File: config.mk
export PLATFORM = sky130hd
export DESIGN_NAME = ula_sequencer
export DESIGN_NICKNAME = d
export VERILOG_FILES = /design/src/rtl/ula_pkg.sv /design/src/rtl/ula_core.sv /design/src/rtl/ula_sequencer.sv
export SDC_FILE = /design/constraint.sdc
export NUM_CORES = 1
export LEC_CHECK = 0
export CAP_MARGIN = 0
export CORE_ASPECT_RATIO = 0.7
export CORE_UTILIZATION = 40
export DETAILED_ROUTE_END_ITERATION = 8
export PLACE_DENSITY = 0.66
export SLEW_MARGIN = 20
export SYNTH_ARGS = -nofsm -noshare
export SYNTH_HDL_FRONTEND = slang
export SYNTH_SLANG_ARGS = --single-unit
File: constraint.sdc
create_clock -name i_clk -period 14.4 [get_ports i_clk]
set_input_delay 2.16 -clock i_clk [delete_from_list [all_inputs] [get_ports i_clk]]
set_output_delay 2.16 -clock i_clk [all_outputs]
set_load 0.02 [all_outputs]
File: src/rtl/ula_pkg.sv
// Shared types and constants for the ULA sequencer and its datapath core.
package ula_pkg;

   localparam int ULA_WIDTH = 8;
   localparam int ULA_OP_W  = 3;

   // Opcode encoding on the request bus; codes above OP_MUL are illegal.
   typedef enum logic [ULA_OP_W-1:0] {
      OP_ADD = 3'd0,
      OP_SUB = 3'd1,
      OP_AND = 3'd2,
      OP_OR  = 3'd3,
      OP_MUL = 3'd4
   } ula_op_t;

   typedef enum logic [1:0] {
      ST_IDLE = 2'd0,
      ST_EXEC = 2'd1,
      ST_MUL  = 2'd2,
      ST_DONE = 2'd3
   } ula_state_t;

   // True when an opcode has no defined operation.
   function automatic logic op_is_illegal(input logic [ULA_OP_W-1:0] op);
      return op > ULA_OP_W'(OP_MUL);
   endfunction

endpackage

File: src/rtl/ula_core.sv
// Combinational ULA datapath: ripple adder/subtractor built from full-adder
// cells plus bitwise AND/OR. SUB is A - B - CIN with COUT as borrow-out.

// Single-bit structural full adder.
module ula_fa (
   input  logic i_a,
   input  logic i_b,
   input  logic i_cin,
   output logic o_s,
   output logic o_cout
);
   logic w_p;

   assign w_p    = i_a ^ i_b;
   assign o_s    = w_p ^ i_cin;
   assign o_cout = (i_a & i_b) | (w_p & i_cin);
endmodule

module ula_core
   import ula_pkg::*;
#(
   parameter int WIDTH = ULA_WIDTH
) (
   input  ula_op_t          i_op,
   input  logic [WIDTH-1:0] i_a,
   input  logic [WIDTH-1:0] i_b,
   input  logic             i_cin,
   output logic [WIDTH-1:0] o_y,
   output logic             o_cout
);
   logic             w_sub;
   logic [WIDTH-1:0] w_b_eff;
   logic [WIDTH:0]   w_c;
   logic [WIDTH-1:0] w_sum;

   // Subtraction reuses the adder as A + ~B + ~borrow_in.
   assign w_sub   = (i_op == OP_SUB);
   assign w_b_eff = w_sub ? ~i_b : i_b;
   assign w_c[0]  = w_sub ? ~i_cin : i_cin;

   for (genvar g = 0; g < WIDTH; g++) begin : g_fa
      ula_fa u_fa (
         .i_a    (i_a[g]),
         .i_b    (w_b_eff[g]),
         .i_cin  (w_c[g]),
         .o_s    (w_sum[g]),
         .o_cout (w_c[g+1])
      );
   end

   // Result select; carry is only meaningful for the arithmetic ops.
   always_comb begin
      o_y    = '0;
      o_cout = 1'b0;
      case (i_op)
         OP_ADD: begin
            o_y    = w_sum;
            o_cout = w_c[WIDTH];
         end
         OP_SUB: begin
            o_y    = w_sum;
            o_cout = ~w_c[WIDTH];
         end
         OP_AND: o_y = i_a & i_b;
         OP_OR:  o_y = i_a | i_b;
         default: begin
            o_y    = '0;
            o_cout = 1'b0;
         end
      endcase
   end
endmodule

File: src/rtl/ula_sequencer.sv
// Multi-cycle controller in front of a single shared ULA core.
// One request per input handshake; MUL runs as WIDTH shift-and-add steps.
//
//   state   | meaning
//   --------+-----------------------------------------------------------
//   IDLE    | ready for a request; operands latched on accept
//   EXEC    | single-cycle op (ADD/SUB/AND/OR/illegal) through the core
//   MUL     | one shift-and-add step per cycle on the shared adder
//   DONE    | result valid, held until the output handshake
module ula_sequencer
   import ula_pkg::*;
#(
   parameter int WIDTH = ULA_WIDTH,
   parameter int OP_W  = ULA_OP_W
) (
   input  logic               i_clk,
   input  logic               i_rst,
   input  logic               i_in_valid,
   output logic               o_in_ready,
   input  logic [OP_W-1:0]    i_in_op,
   input  logic [WIDTH-1:0]   i_in_a,
   input  logic [WIDTH-1:0]   i_in_b,
   output logic               o_out_valid,
   input  logic               i_out_ready,
   output logic [2*WIDTH-1:0] o_out_res,
   output logic               o_out_carry,
   output logic               o_out_zero,
   output logic               o_out_err,
   output logic               o_busy
);
   localparam int CNT_W = (WIDTH > 1) ? $clog2(WIDTH) : 1;

   ula_state_t         r_state;
   ula_state_t         w_state_n;
   logic [OP_W-1:0]    r_op;
   logic [WIDTH-1:0]   r_a;
   logic [WIDTH-1:0]   r_b;
   logic [WIDTH-1:0]   r_acc_hi;
   logic [CNT_W-1:0]   r_cnt;
   logic [2*WIDTH-1:0] r_res;
   logic               r_carry;
   logic               r_zero;
   logic               r_err;

   logic               w_accept;
   logic               w_is_mul;
   logic               w_last_step;
   logic               w_illegal;
   ula_op_t            w_core_op;
   logic [WIDTH-1:0]   w_core_a;
   logic [WIDTH-1:0]   w_core_b;
   logic [WIDTH-1:0]   w_core_y;
   logic               w_core_cout;
   logic [WIDTH:0]     w_psum;
   logic [WIDTH-1:0]   w_acc_hi_n;
   logic [WIDTH-1:0]   w_mplier_n;

   assign o_in_ready  = (r_state == ST_IDLE);
   assign o_busy      = (r_state != ST_IDLE);
   assign o_out_valid = (r_state == ST_DONE);
   assign o_out_res   = r_res;
   assign o_out_carry = r_carry;
   assign o_out_zero  = r_zero;
   assign o_out_err   = r_err;

   assign w_accept    = i_in_valid & o_in_ready;
   assign w_is_mul    = (i_in_op == OP_W'(OP_MUL));
   assign w_last_step = (r_cnt == CNT_W'(WIDTH - 1));
   assign w_illegal   = op_is_illegal(ULA_OP_W'(r_op));

   // State register.
   always_ff @(posedge i_clk) begin
      if (i_rst) r_state <= ST_IDLE;
      else       r_state <= w_state_n;
   end

   // Next-state logic.
   always_comb begin
      w_state_n = r_state;
      case (r_state)
         ST_IDLE: if (w_accept) w_state_n = w_is_mul ? ST_MUL : ST_EXEC;
         ST_EXEC: w_state_n = ST_DONE;
         ST_MUL:  if (w_last_step) w_state_n = ST_DONE;
         ST_DONE: if (i_out_ready) w_state_n = ST_IDLE;
         default: w_state_n = ST_IDLE;
      endcase
   end

   // Core operand routing: MUL steps add the multiplicand into the upper accumulator.
   always_comb begin
      w_core_op = ula_op_t'(r_op);
      w_core_a  = r_a;
      w_core_b  = r_b;
      if (r_state == ST_MUL) begin
         w_core_op = OP_ADD;
         w_core_a  = r_acc_hi;
         w_core_b  = r_a;
      end
   end

   ula_core #(.WIDTH(WIDTH)) u_core (
      .i_op   (w_core_op),
      .i_a    (w_core_a),
      .i_b    (w_core_b),
      .i_cin  (1'b0),
      .o_y    (w_core_y),
      .o_cout (w_core_cout)
   );

   // One multiply step: conditional add, then shift {carry, acc_hi, mplier} right.
   always_comb begin
      w_psum     = r_b[0] ? {w_core_cout, w_core_y} : {1'b0, r_acc_hi};
      w_acc_hi_n = w_psum[WIDTH:1];
      w_mplier_n = {w_psum[0], r_b[WIDTH-1:1]};
   end

   // Operand, accumulator, step counter and output registers.
   always_ff @(posedge i_clk) begin
      if (i_rst) begin
         r_op     <= '0;
         r_a      <= '0;
         r_b      <= '0;
         r_acc_hi <= '0;
         r_cnt    <= '0;
         r_res    <= '0;
         r_carry  <= 1'b0;
         r_zero   <= 1'b0;
         r_err    <= 1'b0;
      end else begin
         case (r_state)
            ST_IDLE: begin
               if (w_accept) begin
                  r_op     <= i_in_op;
                  r_a      <= i_in_a;
                  r_b      <= i_in_b;
                  r_acc_hi <= '0;
                  r_cnt    <= '0;
               end
            end
            ST_EXEC: begin
               if (w_illegal) begin
                  r_res   <= '0;
                  r_carry <= 1'b0;
                  r_zero  <= 1'b1;
                  r_err   <= 1'b1;
               end else begin
                  r_res   <= {{WIDTH{1'b0}}, w_core_y};
                  r_carry <= w_core_cout;
                  r_zero  <= (w_core_y == '0);
                  r_err   <= 1'b0;
               end
            end
            ST_MUL: begin
               r_acc_hi <= w_acc_hi_n;
               r_b      <= w_mplier_n;
               r_cnt    <= r_cnt + CNT_W'(1);
               if (w_last_step) begin
                  r_res   <= {w_acc_hi_n, w_mplier_n};
                  r_carry <= (w_acc_hi_n != '0);
                  r_zero  <= ({w_acc_hi_n, w_mplier_n} == '0);
                  r_err   <= 1'b0;
               end
            end
            default: ;
         endcase
      end
   end
endmodule

# ---- Word-level counts from Yosys, hierarchy flattened
# Index checks and enable logic that the tools add are counted.
dict set report totals {
  ff_bits 51
  latch_bits 0
  ramBits 0
  mem_bits_ro 0
  input_bits 23
  elab_cells 112
  memories 0
}
dict set report op_classes {
  add_sub_neg 1
  n_mul 0
  div_mod_pow 0
  order_cmp 1
  eq_ne 11
  shift 0
  n_mux 31
  n_bitwise 45
  n_reduce_logical 13
}
# operator n
set ops {}
lappend ops {{8-bit 2-to-1 mux} 6}
lappend ops {{16-bit case mux with 2 select lines} 1}
lappend ops {{8-bit case mux with 2 select lines} 2}
lappend ops {{8-bit case mux with 3 select lines} 1}
lappend ops {{1-bit bitwise AND} 17}
lappend ops {{16-bit logical NOT} 1}
lappend ops {{16-bit 2-to-1 mux} 1}
lappend ops {{1-bit bitwise XOR} 16}
lappend ops {{9-bit 2-to-1 mux} 1}
lappend ops {{8-bit bitwise AND} 1}
lappend ops {{8-bit logical NOT} 1}
lappend ops {{2-bit 2-to-1 mux} 4}
lappend ops {{8-bit NOT} 1}
lappend ops {{1-bit bitwise OR} 8}
lappend ops {{8-bit bitwise OR} 1}
lappend ops {{1-bit case mux with 2 select lines} 4}
lappend ops {{2-bit case mux with 4 select lines} 1}
lappend ops {{8-bit nonzero test} 1}
lappend ops {{1-bit 2-to-1 mux} 7}
lappend ops {{3-bit by 2-bit equality test with 1-bit output, second input constant} 2}
lappend ops {{3-bit equality test, second input constant} 2}
lappend ops {{3-bit 2-to-1 mux} 2}
lappend ops {{3-bit case mux with 2 select lines} 1}
lappend ops {{2-bit AND reduction} 3}
lappend ops {{13 further kinds} 17}

# ---- Depth between registers and ports, before layout
dict set report logic_depth {
  depth_word 27
  ltp_mapped 21
  ltp_nobuf 19
}

# ---- Hierarchy
# From an unflattened synthesis, not the netlist that was laid out.
dict set report hier_totals {
  cells_unflattened 339
  area_unflattened_um2 2959.1
}
# mod n_inst cells_per_inst area_each_um2
set modules_own_cells {}
lappend modules_own_cells {ula_sequencer 1 281 2459.9}
lappend modules_own_cells {ula_core 1 50 339.1}
lappend modules_own_cells {ula_fa 8 1 20.0}

# ---- Worst setup path after synthesis
# Ideal clock, no wire load.
dict set report synth_path {
  path_type {register to register}
  startpoint {reg r_state[0]}
  endpoint {reg r_carry (netlist: o_out_carry)}
  setup_ns 0.134
  arrival_time_ns 5.668
  required_time_ns 14.266
  slack_ns 8.598
  path_stages_with_launch 21
  synth_period_minus_slack_ns 5.802
  path_cell_list {dfxtp_1 inv_1 ha_1 nor2b_1 buf_2 nand2_1 a31oi_1 o21ai_0 fa_1 fa_1 fa_1 fa_1 fa_1 fa_1 inv_1 fa_1 and2_1 o41a_1 or4_4 o41ai_2 a211oi_1}
}
dict set report synth_via {
  elab_chain_len 27
  elab_cells_between_ends 65
  cone_classes {eq/ne (6); mux (11); bitwise (43); reduce/logical (5)}
}
# element line
set synth_lines {}
lappend synth_lines {{from (decl)} ula_sequencer.sv:33} ;# ula_state_t r_state;
lappend synth_lines {{from (signal assigned)} ula_sequencer.sv:74} ;# else r_state <= w_state_n;
lappend synth_lines {{2-bit equality test} {ula_sequencer.sv:94, ula_sequencer.sv:130}}
lappend synth_lines {{3-bit 2-to-1 mux / 8-bit 2-to-1 mux (equally long branches)} ula_sequencer.sv:94} ;# if (r_state == ST_MUL) begin
lappend synth_lines {{3-bit by 1-bit equality test with 1-bit output / 8-bit NOT (equally long branches)} {ula_core.sv:37, ula_core.sv:55, ula_core.sv:38}}
lappend synth_lines {{8-bit 2-to-1 mux} ula_core.sv:38} ;# assign w_b_eff = w_sub ? ~i_b : i_b;
lappend synth_lines {{1-bit bitwise XOR} ula_core.sv:14} ;# assign w_p = i_a ^ i_b;
lappend synth_lines {{1-bit bitwise AND} ula_core.sv:16} ;# assign o_cout = (i_a & i_b) | (w_p & i_cin);
lappend synth_lines {{1-bit bitwise OR} ula_core.sv:16}
lappend synth_lines {{1-bit bitwise AND} ula_core.sv:16}
lappend synth_lines {{(+11 left out)} --}
lappend synth_lines {{1-bit bitwise AND} ula_core.sv:16}
lappend synth_lines {{1-bit bitwise OR} ula_core.sv:16}
lappend synth_lines {{1-bit NOT} ula_core.sv:62} ;# o_cout = ~w_c[WIDTH];
lappend synth_lines {{1-bit case mux with 2 select lines} ula_core.sv:55} ;# case (i_op)
lappend synth_lines {{9-bit 2-to-1 mux} ula_sequencer.sv:112} ;# w_psum = r_b[0] ? {w_core_cout, w_core_y} : {1'b0, r_acc_hi};
lappend synth_lines {{8-bit nonzero test} ula_sequencer.sv:159} ;# r_carry <= (w_acc_hi_n != '0);
lappend synth_lines {{1-bit 2-to-1 mux} ula_sequencer.sv:157} ;# if (w_last_step) begin
lappend synth_lines {{1-bit case mux with 2 select lines} ula_sequencer.sv:130} ;# case (r_state)
lappend synth_lines {{to (signal assigned)} ula_sequencer.sv:148} ;# r_carry <= w_core_cout;
lappend synth_lines {{to (signal assigned)} ula_sequencer.sv:159}
lappend synth_lines {{to (decl)} ula_sequencer.sv:41} ;# logic r_carry;
# Several ways; a longest one is shown, not always the timed one. The select of a mux whose other input is x is not followed.
# A chain may end at the register's enable or synchronous reset.

# ---- Worst setup path in the final report
# Ends and elaborated chain as after synthesis.

==> metrics.csv <==
metric,value,unit
drive_gt1_share,5.18,%
synth_ff_type,dfxtp_1,
remaining_drc_errors,0,
arrival,7.22,ns
status,completed,
die_w,104,um
antennaDiodeCount,0,
via_count,2741,
cp_max_fo,12,
critPathBufInv,2,
critPathSlowestCell,nor2b_1,
synthesis.nets,392,
cpMostUsedCell,fa_1,
ir_drop,0.0797,mV
tightest_slew,0.962,ns
wirelength,8270,um
post_cts_buffers,0,
fin_nets,422,
regArea,1020,sq um
yosys_register_bits,51,
die_height,73.7,um
dp_hpwl,6190,um
grtUsageTotal,22.7,%
placed_cell_area,3380,sq um
finalInstanceArea,3490,sq um
power.total,631,uW
grt_max_degree,54,
gp_congestion,0.889,
synth_most_common_cell,dfxtp_1,
rows,25,
avgRoutedWirePerCell,17.2,um
fin_tns_setup,0,ns
grt_overflow,0,
cts_sinks,51,
leakage,1.19,nW
hold_violations,0,
synth-seq-area-share,34.8,%
dieArea,7690,sq um
maxCapViolCount,0,
rsz0062_at_grt,no,
synth_commonest_cells,"51 x dfxtp_1, 48 x nor2_1, 36 x a21oi_1, 34 x nand2_1, 24 x mux2i_1",
antenna_found_initial,0,
slew_headroom,35.9,%
dp.cells,473,
numPortBuffers,44,
start_kind,flop,
worstSetupEndpointType,flop,
clk_pin_slew_worst_paths,0.10,ns
core_area,6910,sq um
yosys_warnings,0,
syn_inst,356,
ioPinCount,45,
grt_pass1_vias,2511,
clock_skew,0.00706,ns
syn_area_per_cell,8.25,sq um
cts_resized,0,
avgViaCountPerCell,5.71,
period_share,49.1,%
yosys.area.top_type,dfxtp_1,
synth_edf_count,0,
hold_slack,0.460,ns
antenna_left,0,
synth_area,2940,sq um
power_density,180,nW/um^2
multiInputGateArea,1760,sq um
period_needed,7.08,ns
crit_family,adder cells,
critical-path-max-stage-delay,0.75,ns
numCtsBuffers,5,
clock_latency,0.30,ns
start_util,42.5,%
drt_iter0_markers,157,
ys_async_sr_fraction,0,%
crit_chain,"inv_1, ha_1, nor2b_1, nand2_1, a31oi_1, o21ai_0, fa_1, fa_1, fa_1, fa_1, fa_1, fa_1, inv_1, fa_1, and2_1, o41a_1, or4_4, o41ai_2, a211oi_1",
maxSlewViolCount,0,
instances_no_fill,480,
clock.fmax,0.141,GHz
netlist.area_leader.share,34.8,%
ys_types,45,
cts_tree,yes,
cts.path.max_buffers,2,
holdBufCountCts,0,
finalSetupViolations,0,
min_path_type,flop to flop,
area_growth,19.1,%
required,14.55,ns
crit_type,flop to flop,
synth_area_leaders,"dfxtp_1 35%, mux2i_1 8.2%, a21oi_1 6.1%",
htree_levels,2,
root_buffer,clkbuf_8,
grt_pass1_wl,13300,um
drtPass1Iterations,4,
fillCellCount,695,
-- cell usage in the layout (no fill, tap or decap), types with 2 or more instances in the layout --
cell / Yosys / final
a211oi_1: 15 / 15
a21o_1: 2 / 2
a21oi_1: 36 / 36
a22oi_1: 14 / 14
a31oi_1: 2 / 2
and2_1: 3 / 3
buf_4: 1 / 2
clkbuf_8: 0 / 5
clkdlybuf4s50_1: 0 / 43
clkinv_1: 2 / 2
dfxtp_1: 51 / 51
fa_1: 7 / 7
ha_1: 6 / 6
inv_1: 8 / 8
mux2i_1: 24 / 24
nand2_1: 34 / 34
nand2b_1: 2 / 2
nand3_1: 2 / 2
nand4_1: 3 / 3
nor2_1: 48 / 48
nor3_1: 12 / 12
nor3b_1: 2 / 2
nor4_1: 11 / 11
o21ai_0: 18 / 18
o41a_1: 4 / 4
or2_2: 4 / 4
xnor2_1: 7 / 7
-- stage by stage --
| stage | worst slack, ns | util [%] |
|---|---|---|
| 2_1_floorplan | 8.60 | - |
| 3_3_place_gp | 7.58 | 49.0 |
| 3_5_place_dp | 7.39 | 49.0 |
| 4_1_cts | 7.36 | 50.5 |
| 5_1_grt | 6.91 | 50.6 |
| 6_report | 7.32 | 50.6 |
-- routing by layer --
metal,GRT usage [%],part of all wire [%],vias to the layer above
met5,0,0,-
met1,32.6,51,1301
met4,7.30,2.3,0
met3,3.99,5.3,17
met2,34.4,42,92
li1,-,-,1331
-- logic make-up (layout without fill, tap and decap cells) --
family | Yosys count | in the layout | synth area share [%]
DFF | 51 | 51 | 34.8
buffers and inverters | 33 | 63 | 5.33
AOI/OAI and AO/OA | 100 | 100 | 22.0
xor gates and xnor gates | 8 | 8 | 2.39
adders and majority gates | 13 | 13 | 7.33
muxes | 25 | 25 | 8.57
and+or+nand+nor | 126 | 126 | 19.6
-- area by class of cell --
| type | count | share of cell area (%) |
|---|---|---|
| Multi-Input combinational cell | 272 | 50.4 |
| Sequential cell | 51 | 29.2 |
| Timing Repair Buffer | 46 | 12.9 |
| Tap cell | 94 | 3.37 |
| Clock buffer | 5 | 1.97 |
| Clock inverter | 2 | 1.07 |
| Inverter | 10 | 1.07 |
-- registers in the layout, summed over array words and instances, names as in the netlist, 2 cells and up --
signal / cells
r_b: 8
r_cnt: 3
o_out_res: 16
r_state: 2
r_a: 8
r_acc_hi: 8
r_op: 3
-- path summary, 6_finish.rpt --
kind | start | to | slack (ns) | cells after the start
setup / recovery | r_state[0]$_SDFFE_PP0P_ | o_out_carry$_SDFFE_PP0P_ | 7.32 | 19
hold / removal | o_out_res[14]$_SDFFE_PP0P_ | o_out_res[14]$_SDFFE_PP0P_ | 0.46 | 2
setup reg to reg | r_state[0]$_SDFFE_PP0P_ | o_out_carry$_SDFFE_PP0P_ | 7.32 | 19
hold reg to reg | o_out_res[14]$_SDFFE_PP0P_ | o_out_res[14]$_SDFFE_PP0P_ | 0.46 | 2
-- power by group --
group	internal (mW)	total (mW)	switching, mW
logic	0.126	0.336	0.210
registers	0.165	0.194	0.0287
clock network	0.0509	0.100	0.0493
total	0.342	0.631	0.288
-- worst reg2reg max path, cell delays in order, from the launching register on --
cell and delay [ns]:
dfxtp_1 0.37, inv_1 0.08, ha_1 0.44, nor2b_1 0.75, nand2_1 0.48, a31oi_1 0.26, o21ai_0 0.12, fa_1 0.40
fa_1 0.40, fa_1 0.40, fa_1 0.41, fa_1 0.40, fa_1 0.37, inv_1 0.08, fa_1 0.39, and2_1 0.16
o41a_1 0.45, or4_4 0.51, o41ai_2 0.32, a211oi_1 0.11
Power figures use the tool's default switching activity.
